File: config.mk
export PLATFORM = sky130hd
export DESIGN_NAME = opr1_sequencer_flat
export DESIGN_NICKNAME = d
export VERILOG_FILES = /design/src/rtl/opr1_sequencer_if.sv /design/src/rtl/opr1_sequencer.sv /design/src/flat_wrapper.sv
export SDC_FILE = /design/constraint.sdc
export NUM_CORES = 1
export LEC_CHECK = 0
export CAP_MARGIN = 20
export CORE_ASPECT_RATIO = 0.9
export CORE_MARGIN = 5
export CORE_UTILIZATION = 45
export CTS_BUF_LIST = sky130_fd_sc_hd__clkbuf_16
export DETAILED_ROUTE_END_ITERATION = 12
export GPL_TIMING_DRIVEN = 0
export HOLD_SLACK_MARGIN = 0.12
export PLACE_DENSITY_LB_ADDON = 0.05
export SETUP_SLACK_MARGIN = 0.1
export SLEW_MARGIN = 40
export SYNTH_ARGS = -nofsm -noshare
export SYNTH_HDL_FRONTEND = slang
export SYNTH_SLANG_ARGS = --single-unit
File: constraint.sdc
create_clock -name clk -period 2.12 [get_ports clk]
set_input_delay 0.424 -clock clk [delete_from_list [all_inputs] [get_ports clk]]
set_output_delay 0.424 -clock clk [all_outputs]
set_load 0.01 [all_outputs]
File: src/rtl/opr1_sequencer_if.sv
// opr1_sequencer_if: request/result bundle between the operate sequencer and its controller
//   start            accept strobe, honoured only in IDLE or FIN
//   ir, ac_in, l_in  instruction word and AC/LINK values latched on accept
//   busy, done       status; done is a one-cycle pulse in FIN
//   ac_out, l_out    working accumulator and link registers
//   illegal          qualifies done (non-Group-1 IR or RAR+RAL together)
interface opr1_sequencer_if;
  logic        start;
  logic [11:0] ir;
  logic [11:0] ac_in;
  logic        l_in;
  logic        busy;
  logic        done;
  logic [11:0] ac_out;
  logic        l_out;
  logic        illegal;
  modport master (output start, ir, ac_in, l_in, input busy, done, ac_out, l_out, illegal);
  modport slave (input start, ir, ac_in, l_in, output busy, done, ac_out, l_out, illegal);
endinterface

File: src/rtl/opr1_sequencer.sv
// opr1_sequencer: steps PDP-8 Group 1 operate microinstructions, one stage per clock
//   clk    system clock, rising edge
//   rst_n  asynchronous active-low reset
//   bus    opr1_sequencer_if slave: start/ir/ac_in/l_in in, busy/done/ac_out/l_out/illegal out
module opr1_sequencer (
  input logic clk,
  input logic rst_n,
  opr1_sequencer_if.slave bus
);
  typedef enum logic [2:0] {IDLE, CL, CM, INC, ROT1, ROT2, FIN} state_t;
  state_t state, state_d;
  logic [11:0] ir_q, ac, ac_d;
  logic l, l_d, accept;
  logic [4:0] en_in, en_q;
  logic [12:0] rot;
  // Step enables, bit order CL, CM, INC, ROT1, ROT2; nothing runs outside Group 1
  function automatic logic [4:0] steps(input logic [11:0] ir);
    logic g1, one;
    g1 = ir[11:8] == 4'b1110;
    one = ir[3] ^ ir[2];
    steps = {5{g1}} & {ir[1] & one, one | (ir[1] & ~ir[3] & ~ir[2]), ir[0], ir[5] | ir[4], ir[7] | ir[6]};
  endfunction
  // First enabled step at index k or later; step i lives in state i+1
  function automatic state_t first(input logic [4:0] en, input logic [2:0] k);
    first = FIN;
    for (int i = 4; i >= 0; i--)
      if (en[i] && i >= int'(k)) first = state_t'(3'(i + 1));
  endfunction
  assign accept = bus.start && (state == IDLE || state == FIN);
  assign en_in = steps(bus.ir);
  assign en_q = steps(ir_q);
  // {L', AC'} for RAR, RAL, or byte swap when neither direction is set
  assign rot = ir_q[3] ? {ac[0], l, ac[11:1]} : ir_q[2] ? {ac[11], ac[10:0], l} : {l, ac[5:0], ac[11:6]};
  always_comb begin
    state_d = accept ? first(en_in, 3'd0) : (state == IDLE || state == FIN) ? IDLE : first(en_q, state);
    {l_d, ac_d} = {l, ac};
    if (accept) {l_d, ac_d} = {bus.l_in, bus.ac_in};
    else
      case (state)
        CL:         {l_d, ac_d} = {l & ~ir_q[6], ac & {12{~ir_q[7]}}};
        CM:         {l_d, ac_d} = {l ^ ir_q[4], ac ^ {12{ir_q[5]}}};
        INC:        {l_d, ac_d} = {l, ac} + 13'd1;
        ROT1, ROT2: {l_d, ac_d} = rot;
        default:    ;
      endcase
  end
  always_ff @(posedge clk or negedge rst_n)
    if (!rst_n) begin
      state <= IDLE;
      ir_q <= '0;
      ac <= '0;
      l <= 1'b0;
    end else begin
      state <= state_d;
      ir_q <= accept ? bus.ir : ir_q;
      ac <= ac_d;
      l <= l_d;
    end
  assign bus.busy = state != IDLE;
  assign bus.done = state == FIN;
  assign bus.ac_out = ac;
  assign bus.l_out = l;
  assign bus.illegal = (state == FIN) && (ir_q[11:8] != 4'b1110 || (ir_q[3] && ir_q[2]));
endmodule

File: src/flat_wrapper.sv
// flat-port wrapper written by rule: the top's interface ports become plain ports
module opr1_sequencer_flat 
  (clk, rst_n, bus_start, bus_ir, bus_ac_in, bus_l_in, bus_busy, bus_done, bus_ac_out, bus_l_out, bus_illegal);
  opr1_sequencer_if bus_i ();
  input logic clk;
  input logic rst_n;
  input wire logic [$bits(bus_i.start)-1:0] bus_start;
  input wire logic [$bits(bus_i.ir)-1:0] bus_ir;
  input wire logic [$bits(bus_i.ac_in)-1:0] bus_ac_in;
  input wire logic [$bits(bus_i.l_in)-1:0] bus_l_in;
  output wire logic [$bits(bus_i.busy)-1:0] bus_busy;
  output wire logic [$bits(bus_i.done)-1:0] bus_done;
  output wire logic [$bits(bus_i.ac_out)-1:0] bus_ac_out;
  output wire logic [$bits(bus_i.l_out)-1:0] bus_l_out;
  output wire logic [$bits(bus_i.illegal)-1:0] bus_illegal;
  assign bus_i.start = bus_start;
  assign bus_i.ir = bus_ir;
  assign bus_i.ac_in = bus_ac_in;
  assign bus_i.l_in = bus_l_in;
  assign bus_busy = bus_i.busy;
  assign bus_done = bus_i.done;
  assign bus_ac_out = bus_i.ac_out;
  assign bus_l_out = bus_i.l_out;
  assign bus_illegal = bus_i.illegal;
  opr1_sequencer u_core (.clk(clk), .rst_n(rst_n), .bus(bus_i));
endmodule
* After elaboration in Yosys (flattened, before gate mapping)
Cells that the tools add are included.
** Storage, ports and cells
- Logic and storage cells :: 79
- Register bits :: 28
- Output and inout port bits :: 16
** Cells by class
- Bitwise operators :: 26
- Reduce and logical (&&, ||, !) cells :: 15
- Muxes and demuxes :: 18
- Add/subtract/negate cells :: 1
- Magnitude comparators :: 5
- Equality and inequality tests :: 10
** Operators with widths (number)
- 12-bit one-hot mux with 4 select lines :: 1
- 3-bit two-way mux :: 10
- 13-bit two-way mux :: 2
- 13-bit by 1-bit adder with 13-bit output, second input constant :: 1
- 12-bit AND :: 1
- 12-bit two-way mux :: 1
- 12-bit XOR :: 1
- 5-bit AND :: 2
- 3-bit equality test, second input constant :: 3
- 4-bit equality test, second input constant :: 2
- 1-bit logical AND :: 8
- 1-bit AND :: 7
- 3-bit by 2-bit equality test with 1-bit output, second input constant :: 2
- 1-bit by 3-bit greater-or-equal comparator with 1-bit output, first input constant :: 2
- 2-bit by 3-bit greater-or-equal comparator with 1-bit output, first input constant :: 2
- 1-bit NOT :: 6
- 1-bit OR :: 6
- 5-bit nonzero test :: 1
- 2-bit two-way mux :: 2
- 4-bit by 1-bit inequality test with 1-bit output, second input constant :: 1
- 4-bit inequality test, second input constant :: 1
- 1-bit one-hot mux with 4 select lines :: 1
- 3-bit by 1-bit equality test with 1-bit output, second input constant :: 1
- 3-bit greater-or-equal comparator, first input constant :: 1
- other kinds (7) :: 10

* Depth between registers and ports, before layout
Gate-level depths: netlist (run 1).
- Word-level depth :: 13
- Gate-level depth with buffers :: 9

* Worst setup path after synthesis (run 1)
Ideal clock, no wire load.
- Kind :: flip-flop to flip-flop
- Start :: register u_core.ir_q[2]
- End :: register u_core.l (netlist: u_core.bus.l_out)
- Arrival :: 1.476 ns
- Buffers on the path :: 2
- Stages on the path, launching flop included :: 10
- Setup time :: 0.122 ns
- Setup slack :: 0.522 ns
- Cell sequence :: dfrtp_1 buf_4 buf_4 inv_1 ha_1 nor2_1 a21oi_1 a22oi_1 o21ai_0 a32o_1
** Between the ends
- Cells in the longest elaborated chain, start to end :: 2
** RTL lines
- start, declared :: line opr1_sequencer.sv:12 : logic [11:0] ir_q, ac, ac_d;
- start signal, assigned :: line opr1_sequencer.sv:55 : ir_q <= accept ? bus.ir : ir_q;
- 4-bit by 1-bit inequality test with 1-bit output (no line)
- 2-bit AND reduction (no line)
- end signal, assigned :: line opr1_sequencer.sv:57 : l <= l_d;
- end, declared :: line opr1_sequencer.sv:13 : logic l, l_d, accept;
No other way between the ends.
A chain may end at the register's enable or synchronous reset.

* Final worst setup path (run 1)
- Start :: register u_core.state[0]
- End :: output bus_illegal
** Between the ends
- Cells in the longest elaborated chain, start to end :: 2
** RTL lines
- start, declared :: line opr1_sequencer.sv:11 : state_t state, state_d;
- start signal, assigned :: line opr1_sequencer.sv:54 : state <= state_d;
- 3-bit equality test :: line opr1_sequencer.sv:63 : assign bus.illegal = (state == FIN) && (ir_q[11:8] != 4'b1110 || (ir_q[3] && ir_q[2]));
- 1-bit logical AND :: line opr1_sequencer.sv:63
- end, declared :: line flat_wrapper.sv:15 : output wire logic [$bits(bus_i.illegal)-1:0] bus_illegal;
No other way between the ends.

==> metrics.txt, run 1 <==
n_diodes=0; crit-path max FO=10; HPWL after DPL=6.32 mm; share of post-route cells with drive strength above 1=0.133; Setup-failing EPs final=0; yosys warns=0; clock slew at reported path FFs=70 ps; synthesized instance count=330; CTS tree=yes; Core Area=5350 um2; Design Power=5.33 mW; final worst-path cycle share=0.904; CP Data Arrival Time=1490 ps; clock sink count=28; FF+latch count, synth=28; CP required=1700 ps; Worst-Margin Slew=655 ps; Final Max Slew Viols=0; Max-cap violations=0; vias in the first global route=2,588; RSZ-0062 raised after global routing=yes; Remaining DRCs=0; Via density=6.07; Max Fclk=522 MHz; gr ovfl total=0; total number of vias=2,695; Area growth syn-to-layout=24.7%; Ports=44; fin crit period=1920 ps; first-pass GRT wire length=13.9 mm; post-synth cell types=66; GRT Util Overall=0.251; Worst setup EP type=output pin; Worst-Skew Late Latency=260 ps; Initial Utilization=0.472; DRT iter0 DRCs=285; Peak VDD IR=0.859 mV; Synth area leader=dfrtp_1; ANT nets after route=0; row count=25; hold crit path type=input pin to asynchronous set/reset pin; initial antenna violation count=0; Pleak=1.29 nW; Mapped Nets=361; clock skew=2.88 ps; most numerous cell in the Yosys netlist=nand2_1; Seq/Total Area, Yosys=0.277; DR WL/cell=19.3 um; Max-slew headroom=0.563; buffer levels on the longest clock path=2; ranking of synthesized cells by area=dfrtp_1, nand2_1, a21oi_1; die footprint=7210 um2; Final Instance Area=3150 um2; # H-tree levels=1; Post-synth top cells=nand2_1, dfrtp_1, a21oi_1, nor2_1, o21ai_0; area share of the largest cell type after synthesis=0.277; Critical Path Start Type=register; Detailed Routing Iterations Pass 1=5; final hold vios=0; pin count of the biggest net entering global routing=29; status=completed; final setup margin=204 ps; power per cell area=1690 nW/um2; Die H=81.1 um; NumNets Final=410; Filler cells=532; Syn Std Cell Area=2530 um2; top_reg_cell synth=dfrtp_1; Detailed Route WL=8.58 mm; Port Buffers=43; Post-synth EDFFs=0; die width=89.0 um; share of flip-flops with an asynchronous set or reset=1.00; Syn Area/Cell=7.66 um2; crit path kind=register to output pin; CTS Buf Count=3; Place WS=-46.7 ps; DP Area=3040 um2; clk root buf=clkbuf_16; GP Congestion=0.970
-- critical path, stage by stage, from the launching register on --
cell and delay (ps):
dfrtp_1 370, buf_6 140, clkbuf_4 200, nor2_2 150, o21a_1 130, clkdlybuf4s15_1 230
-- flip-flops by register name, summed over array words and instances (netlist names) --
register           flops
u_core.bus.l_out       1
u_core.ir_q           12
u_core.state           3
u_core.bus.ac_out     12
-- per-stage QoR --
stage	util	instances	setup TNS, ps	hold slack (ps)
finish	0.589	444	0	180
global placement	0.568	440	-27.4	458
floorplan	-	330	0	128
CTS	0.588	444	0	203
detailed placement	0.567	440	-46.7	463
global route	0.589	444	0	237
-- cell usage in the layout, fill, tap and decap left out, types with 9 or more instances in the layout --
cell type / instances
nand3_1: 9
buf_2: 15
mux2i_1: 12
a21oi_1: 26
o21ai_0: 19
clkdlybuf4s50_1: 40
nor2_1: 25
o22ai_1: 14
nand2_1: 57
dfrtp_1: 27
-- where the power goes --
part | internal [mW] | switching [mW] | leakage, nW
logic | 1.65 | 2.19 | 0.924
clock network | 0.251 | 0.191 | 0.0370
registers | 0.808 | 0.241 | 0.333
-- what timing repair did --
| action | 4_1_cts | 5_1_grt |
|---|---|---|
| setup buffers | 1 | 0 |
| cloned | 0 | 0 |
| resized for setup | 10 | 4 |
| setup endpoints to repair | 3 | 2 |
| hold buffers | 0 | 0 |
| pin swaps | 1 | 0 |
-- area by class of cell --
type / count / area, um2 / share of cell area
flip-flops and latches: 28 / 702 / 0.223
repair buffers: 44 / 432 / 0.137
multi-input cells: 260 / 1600 / 0.509
well taps: 67 / 83.8 / 0.0266
plain buffers: 33 / 220 / 0.0699
inverters: 9 / 33.8 / 0.0107
clock buffers: 3 / 75.1 / 0.0238
-- final timing paths --
kind / slack (ps) / from / end / cells after the start
setup / recovery: 200 / u_core.state[0]$_DFF_PN0_ / bus_illegal / 5
hold / removal: 180 / rst_n / u_core.ir_q[10]$_DFFE_PN0P_ / 1
setup reg to reg: 260 / u_core.ir_q[2]$_DFFE_PN0P_ / u_core.bus.l_out$_DFFE_PN0P_ / 9
hold reg to reg: 480 / u_core.ir_q[10]$_DFFE_PN0P_ / u_core.ir_q[10]$_DFFE_PN0P_ / 2
max in group asynchronous: 1480 / rst_n / u_core.state[2]$_DFF_PN0_ / 1
min in group clk: 480 / u_core.ir_q[10]$_DFFE_PN0P_ / u_core.ir_q[10]$_DFFE_PN0P_ / 2
-- routing by layer --
| layer | track usage | vias to the layer above | share of wire | routed length (um) |
|---|---|---|---|---|
| met2 | 0.390 | 131 | 0.44 | 3810 |
| met3 | 0.0335 | 10 | 0.080 | 685 |
| met5 | 0 | - | 0 | 0 |
| met4 | 0.0595 | 0 | 0.014 | 124 |
| li1 | - | 1272 | - | - |
| met1 | 0.368 | 1282 | 0.46 | 3970 |
-- cell families (layout without fill, tap and decap cells) --
family                   after synthesis  count (layout)  share of synthesized area
AO/OA/AOI/OAI                        102             102                      0.269
XOR/XNOR                              12              12                     0.0446
adder cells (fa/ha/maj)                3               3                     0.0149
buffers and inverters                 42              89                     0.0946
flip-flops                            28              28                      0.277
multiplexers                          13              13                     0.0520
AND/OR/NAND/NOR                      130             130                      0.248
(Power assumes the default switching activity.)
==> run 2: changes to the inputs <==
Settings changed: ABC_CLOCK_PERIOD_IN_PS set to 2120, CORE_MARGIN 5 to unset, CTS_CLUSTER_SIZE set to 24.
==> metrics.txt, run 2 (synthesized netlist as in run 1, its figures left out) <==
GP Congestion=0.969; placed cells=440; Final Non-Filler Cells=446; Worst setup EP type=output pin; Critical Path Start Type=register; die width=81.0 um; CTS tree=yes; crit-path max FO=10; Pleak=1.30 nW; Worst-Skew Late Latency=270 ps; vias in the first global route=2,500; final worst-path cycle share=0.912; clock skew=3.26 ps; row count=25; Remaining DRCs=0; setup TNS=0 ps; CTS Buf Count=3; RSZ-0062 raised after global routing=no; fin crit period=1930 ps; initial antenna violation count=0; HPWL after DPL=6.03 mm; final setup margin=186 ps; Die H=73.1 um; sw power=2.60 mW; CP required=1700 ps; Via density=6.04; status=completed; final hold vios=0; Initial Utilization=0.475; total number of vias=2,692; Place WS=-23.2 ps; n_diodes=0; worst reg-to-reg path cell count=7; Core Area=5320 um2; Area growth syn-to-layout=24.8%; Ports=44; Reg power frac=0.193; DRT iter0 DRCs=254; DR WL/cell=18.7 um; most frequent cells in the layout=nand2_1, clkdlybuf4s50_1, dfrtp_1; final core utilization=0.593; first-pass GRT wire length=13.1 mm; buffer levels on the longest clock path=2; Comb pwr share=0.721; Max-cap violations=0; crit path kind=register to output pin; share of post-route cells with drive strength above 1=0.129; clk root buf=clkbuf_16; commonest non-fill, non-tap cell in the layout=nand2_1; CP Data Arrival Time=1510 ps; Detailed Routing Iterations Pass 1=5; Peak VDD IR=0.752 mV; ANT nets after route=0; gr ovfl total=0; internal cell power=2.71 mW; hold buffers post-CTS=0; hold crit path type=input pin to asynchronous set/reset pin; NumNets Final=411; Max-slew headroom=0.538; die footprint=5920 um2; part of the power in the clock network=0.086; Detailed Route WL=8.33 mm; clock slew at reported path FFs=70 ps; Max Fclk=517 MHz; Setup-failing EPs final=0; # H-tree levels=1; Worst-Margin Slew=694 ps; hold slack=192 ps; Final Max Slew Viols=0; clock sink count=28; power per cell area=1680 nW/um2; Port Buffers=43; Sw Ratio=0.490; GRT Util Overall=0.299; pin count of the biggest net entering global routing=29
-- run 2: cell count changes in the layout (fill, tap and decap cells not counted) --
cell / delta
clkdlybuf4s15_1: -1
dlygate4sd2_1: +1
buf_6: +1
clkbuf_1: +1
clkbuf_2: -1
dfrtp_2: -1
dfrtp_1: +1
buf_8: -1
buf_4: +1
clkinv_1: +1
-- run 2: metal layers --
layer | wire length [um] | vias to the layer above | part of all wire | track usage
met3 | 719 | 20 | 0.086 | 0.0463
met1 | 3860 | 1261 | 0.46 | 0.438
met2 | 3600 | 132 | 0.43 | 0.447
met4 | 157 | 0 | 0.019 | 0.0913
li1 | - | 1279 | - | -
met5 | 0 | - | 0 | 0
-- run 2: per-stage QoR --
| stage | instance area, um2 | total power [mW] |
|---|---|---|
| final | 3150 | 5.31 |
| after global routing | 3150 | 5.69 |
| after CTS | 3150 | 5.27 |
| after global placement | 3040 | 4.73 |
| after detailed placement | 3040 | 4.74 |
| after floorplan | 2530 | 3.60 |
-- run 2: timing repair --
action	in CTS	in global routing
setup buffers	2	0
endpoints found under the setup margin	3	0
gates resized for setup	9	0
-- run 2: layout make-up --
type,instances,area [um2]
Clock buffer,3,75.1
Buffer,33,215
Inverter,9,33.8
Clock inverter,1,3.75
Tap cell,67,83.8
Multi-Input combinational cell,260,1600
Sequential cell,28,701
Timing Repair Buffer,45,438
Fill cell,506,2160
-- run 2: path summary, 6_finish.rpt --
path	slack, ps	to	startpoint
setup / recovery	190	bus_illegal	u_core.state[0]$_DFF_PN0_
hold reg to reg	470	u_core.ir_q[8]$_DFFE_PN0P_	u_core.ir_q[8]$_DFFE_PN0P_
setup reg to reg	200	u_core.state[1]$_DFF_PN0_	u_core.ir_q[3]$_DFFE_PN0P_
hold / removal	190	u_core.ir_q[6]$_DFFE_PN0P_	rst_n
min in group clk	470	u_core.ir_q[8]$_DFFE_PN0P_	u_core.ir_q[8]$_DFFE_PN0P_
max in group asynchronous	1480	u_core.bus.ac_out[2]$_DFFE_PN0P_	rst_n
-- run 2: critical path, stage by stage (launching register included) --
cell and delay [ps]:
dfrtp_1 370, buf_6 140, clkbuf_4 200, nor2_2 140, o21a_1 120, dlygate4sd2_1 260
-- run 2: power by group through the flow --
stage | Clock (mW) | Combinational (mW) | Sequential [mW]
floorplan | 0 | 2.55 | 1.05
global placement | 0 | 3.69 | 1.04
detailed placement | 0 | 3.71 | 1.04
CTS | 0.465 | 3.78 | 1.02
global route | 0.478 | 4.16 | 1.05
finish | 0.454 | 3.83 | 1.03
==> run 3: changes to the inputs <==
--- a/config.mk
+++ b/config.mk
@@ -8,3 +8,3 @@
 export ABC_CLOCK_PERIOD_IN_PS = 2120
-export CAP_MARGIN = 20
+export CAP_MARGIN = 25
 export CORE_ASPECT_RATIO = 0.9
==> constraint.sdc (replaced) <==
create_clock -name clk -period 2.12 [get_ports clk]
set_input_delay 0.318 -clock clk [delete_from_list [all_inputs] [get_ports clk]]
set_output_delay 0.318 -clock clk [all_outputs]
set_load 0.01 [all_outputs]
==> metrics.txt, run 3 (synthesized netlist as in run 1, its figures left out) <==
status=completed; Initial Utilization=0.475; row count=25; power per cell area=1670 nW/um2; internal cell power=2.70 mW; initial antenna violation count=0; Max-slew headroom=0.533; clock slew at reported path FFs=70 ps; crit path kind=register to output pin; CTS Buf Count=3; Filler cells=502; DR WL/cell=18.4 um; Ports=44; Max-cap violations=0; buffer levels on the longest clock path=2; fin crit period=1950 ps; FF-to-FF Start=u_core.ir_q[3]$_DFFE_PN0P_; Area growth syn-to-layout=25.1%; clock sink count=28; commonest non-fill, non-tap cell in the layout=nand2_1; Worst setup EP type=output pin; DP Area=3040 um2; Design Power=5.29 mW; crit-path cells=buf_6, nor3_4, inv_1, clkdlybuf4s50_1; GRT Util Overall=0.298; Pleak=1.31 nW; crit-path max FO=8; die footprint=5920 um2; family with the most delay on the worst path=buffers and inverters; sw power=2.58 mW; GP Congestion=0.969; Core Area=5320 um2; Worst-Margin Slew=701 ps; CTS tree=yes; Setup-failing EPs final=0; Via density=5.98; n_diodes=0; Sw Ratio=0.488; hold crit path type=register to register; final core utilization=0.594; worst reg-to-reg path cell count=7; Final Non-Filler Cells=446; first-pass GRT wire length=13.0 mm; pin count of the biggest net entering global routing=29; Port Buffers=43; final worst-path cycle share=0.919; max incr delay on CP=480 ps; ANT nets after route=0; DRT iter0 DRCs=251; gr ovfl total=0; Comb pwr share=0.720; CP required=1800 ps; Hold Crit Depth=2; Detailed Route WL=8.23 mm; HPWL after DPL=6.03 mm; slowest CP cell=clkdlybuf4s50_1; placed cells=440; clk root buf=clkbuf_16; part of the power in the clock network=0.085; # H-tree levels=1; CP Data Arrival Time=1630 ps; die width=81.0 um; Peak VDD IR=0.747 mV; Final Instance Area=3160 um2; most frequent cells in the layout=nand2_1, clkdlybuf4s50_1, dfrtp_1; Critical Path Start Type=register; Max Fclk=513 MHz; Remaining DRCs=0; Die H=73.1 um; Final Max Slew Viols=0; vias in the first global route=2,497; share of post-route cells with drive strength above 1=0.127; Reg power frac=0.194; setup TNS=0 ps; NumNets Final=411; total number of vias=2,669; RSZ-0062 raised after global routing=yes; WP buf/inv=3; Detailed Routing Iterations Pass 1=5; final hold vios=0; reg-to-reg critical path endpoint=u_core.state[1]$_DFF_PN0_; Worst-Skew Late Latency=270 ps; clock skew=3.21 ps; hold endpoint=u_core.ir_q[8]$_DFFE_PN0P_; flop2flop setup slack=200 ps; Hold Path Origin=u_core.ir_q[8]$_DFFE_PN0P_
-- run 3: stage by stage --
stage          setup slack [ps]  hold slack (ps)
2_1_floorplan               522             22.4
3_3_place_gp               75.3              459
3_5_place_dp               82.8              396
4_1_cts                     116              485
5_1_grt                    80.2              497
6_report                    171              473
-- run 3: cell type report --
type,instances,area [um2],area share
buffer,33,215,0.0681
inverter,9,33.8,0.0107
tap,67,83.8,0.0265
sequential,28,701,0.222
multi-input combinational,260,1600,0.507
clock buffer,3,75.1,0.0238
clock inverter,1,3.75,0.00119
timing repair buffer,45,444,0.141
-- run 3: worst max path at each step --
stage,start,to,depth (start not counted)
after floorplan,u_core.ir_q[2]$_DFFE_PN0P_,u_core.bus.l_out$_DFFE_PN0P_,9
after global placement,u_core.state[2]$_DFF_PN0_,bus_illegal,5
after detailed placement,u_core.state[2]$_DFF_PN0_,bus_illegal,5
after CTS,u_core.state[0]$_DFF_PN0_,bus_done,4
after global routing,u_core.state[1]$_DFF_PN0_,bus_busy,4
final,u_core.state[1]$_DFF_PN0_,bus_busy,4
-- run 3: power groups by stage --
stage	combinational, mW	clock [mW]	sequential, mW
2_1_floorplan	2.55	0	1.05
3_3_place_gp	3.69	0	1.04
3_5_place_dp	3.71	0	1.04
4_1_cts	3.78	0.465	1.02
5_1_grt	4.16	0.479	1.05
6_report	3.81	0.452	1.03
-- run 3: layer usage --
layer / share of wire / vias up / GRT usage / wire (um)
li1: - / 1279 / - / -
met5: 0 / - / 0 / 0
met1: 0.47 / 1251 / 0.433 / 3850
met4: 0.022 / 0 / 0.0992 / 185
met2: 0.44 / 120 / 0.444 / 3590
met3: 0.073 / 19 / 0.0475 / 601
-- run 3: worst reg2reg max path: stages (launching register included) --
cell,delay (ps)
dfrtp_1,430
inv_2,140
clkbuf_1,410
ha_1,340
a31oi_1,150
o21a_1,140
nor3_1,60
o22ai_1,160
-- run 3: timing repair --
item                                   CTS  global route
gates resized for setup                  8             1
endpoints found under the hold margin   28             0
setup endpoints to repair                3             2
pin swaps                                0             1
hold buffers                             1             0
setup buffers                            1             0
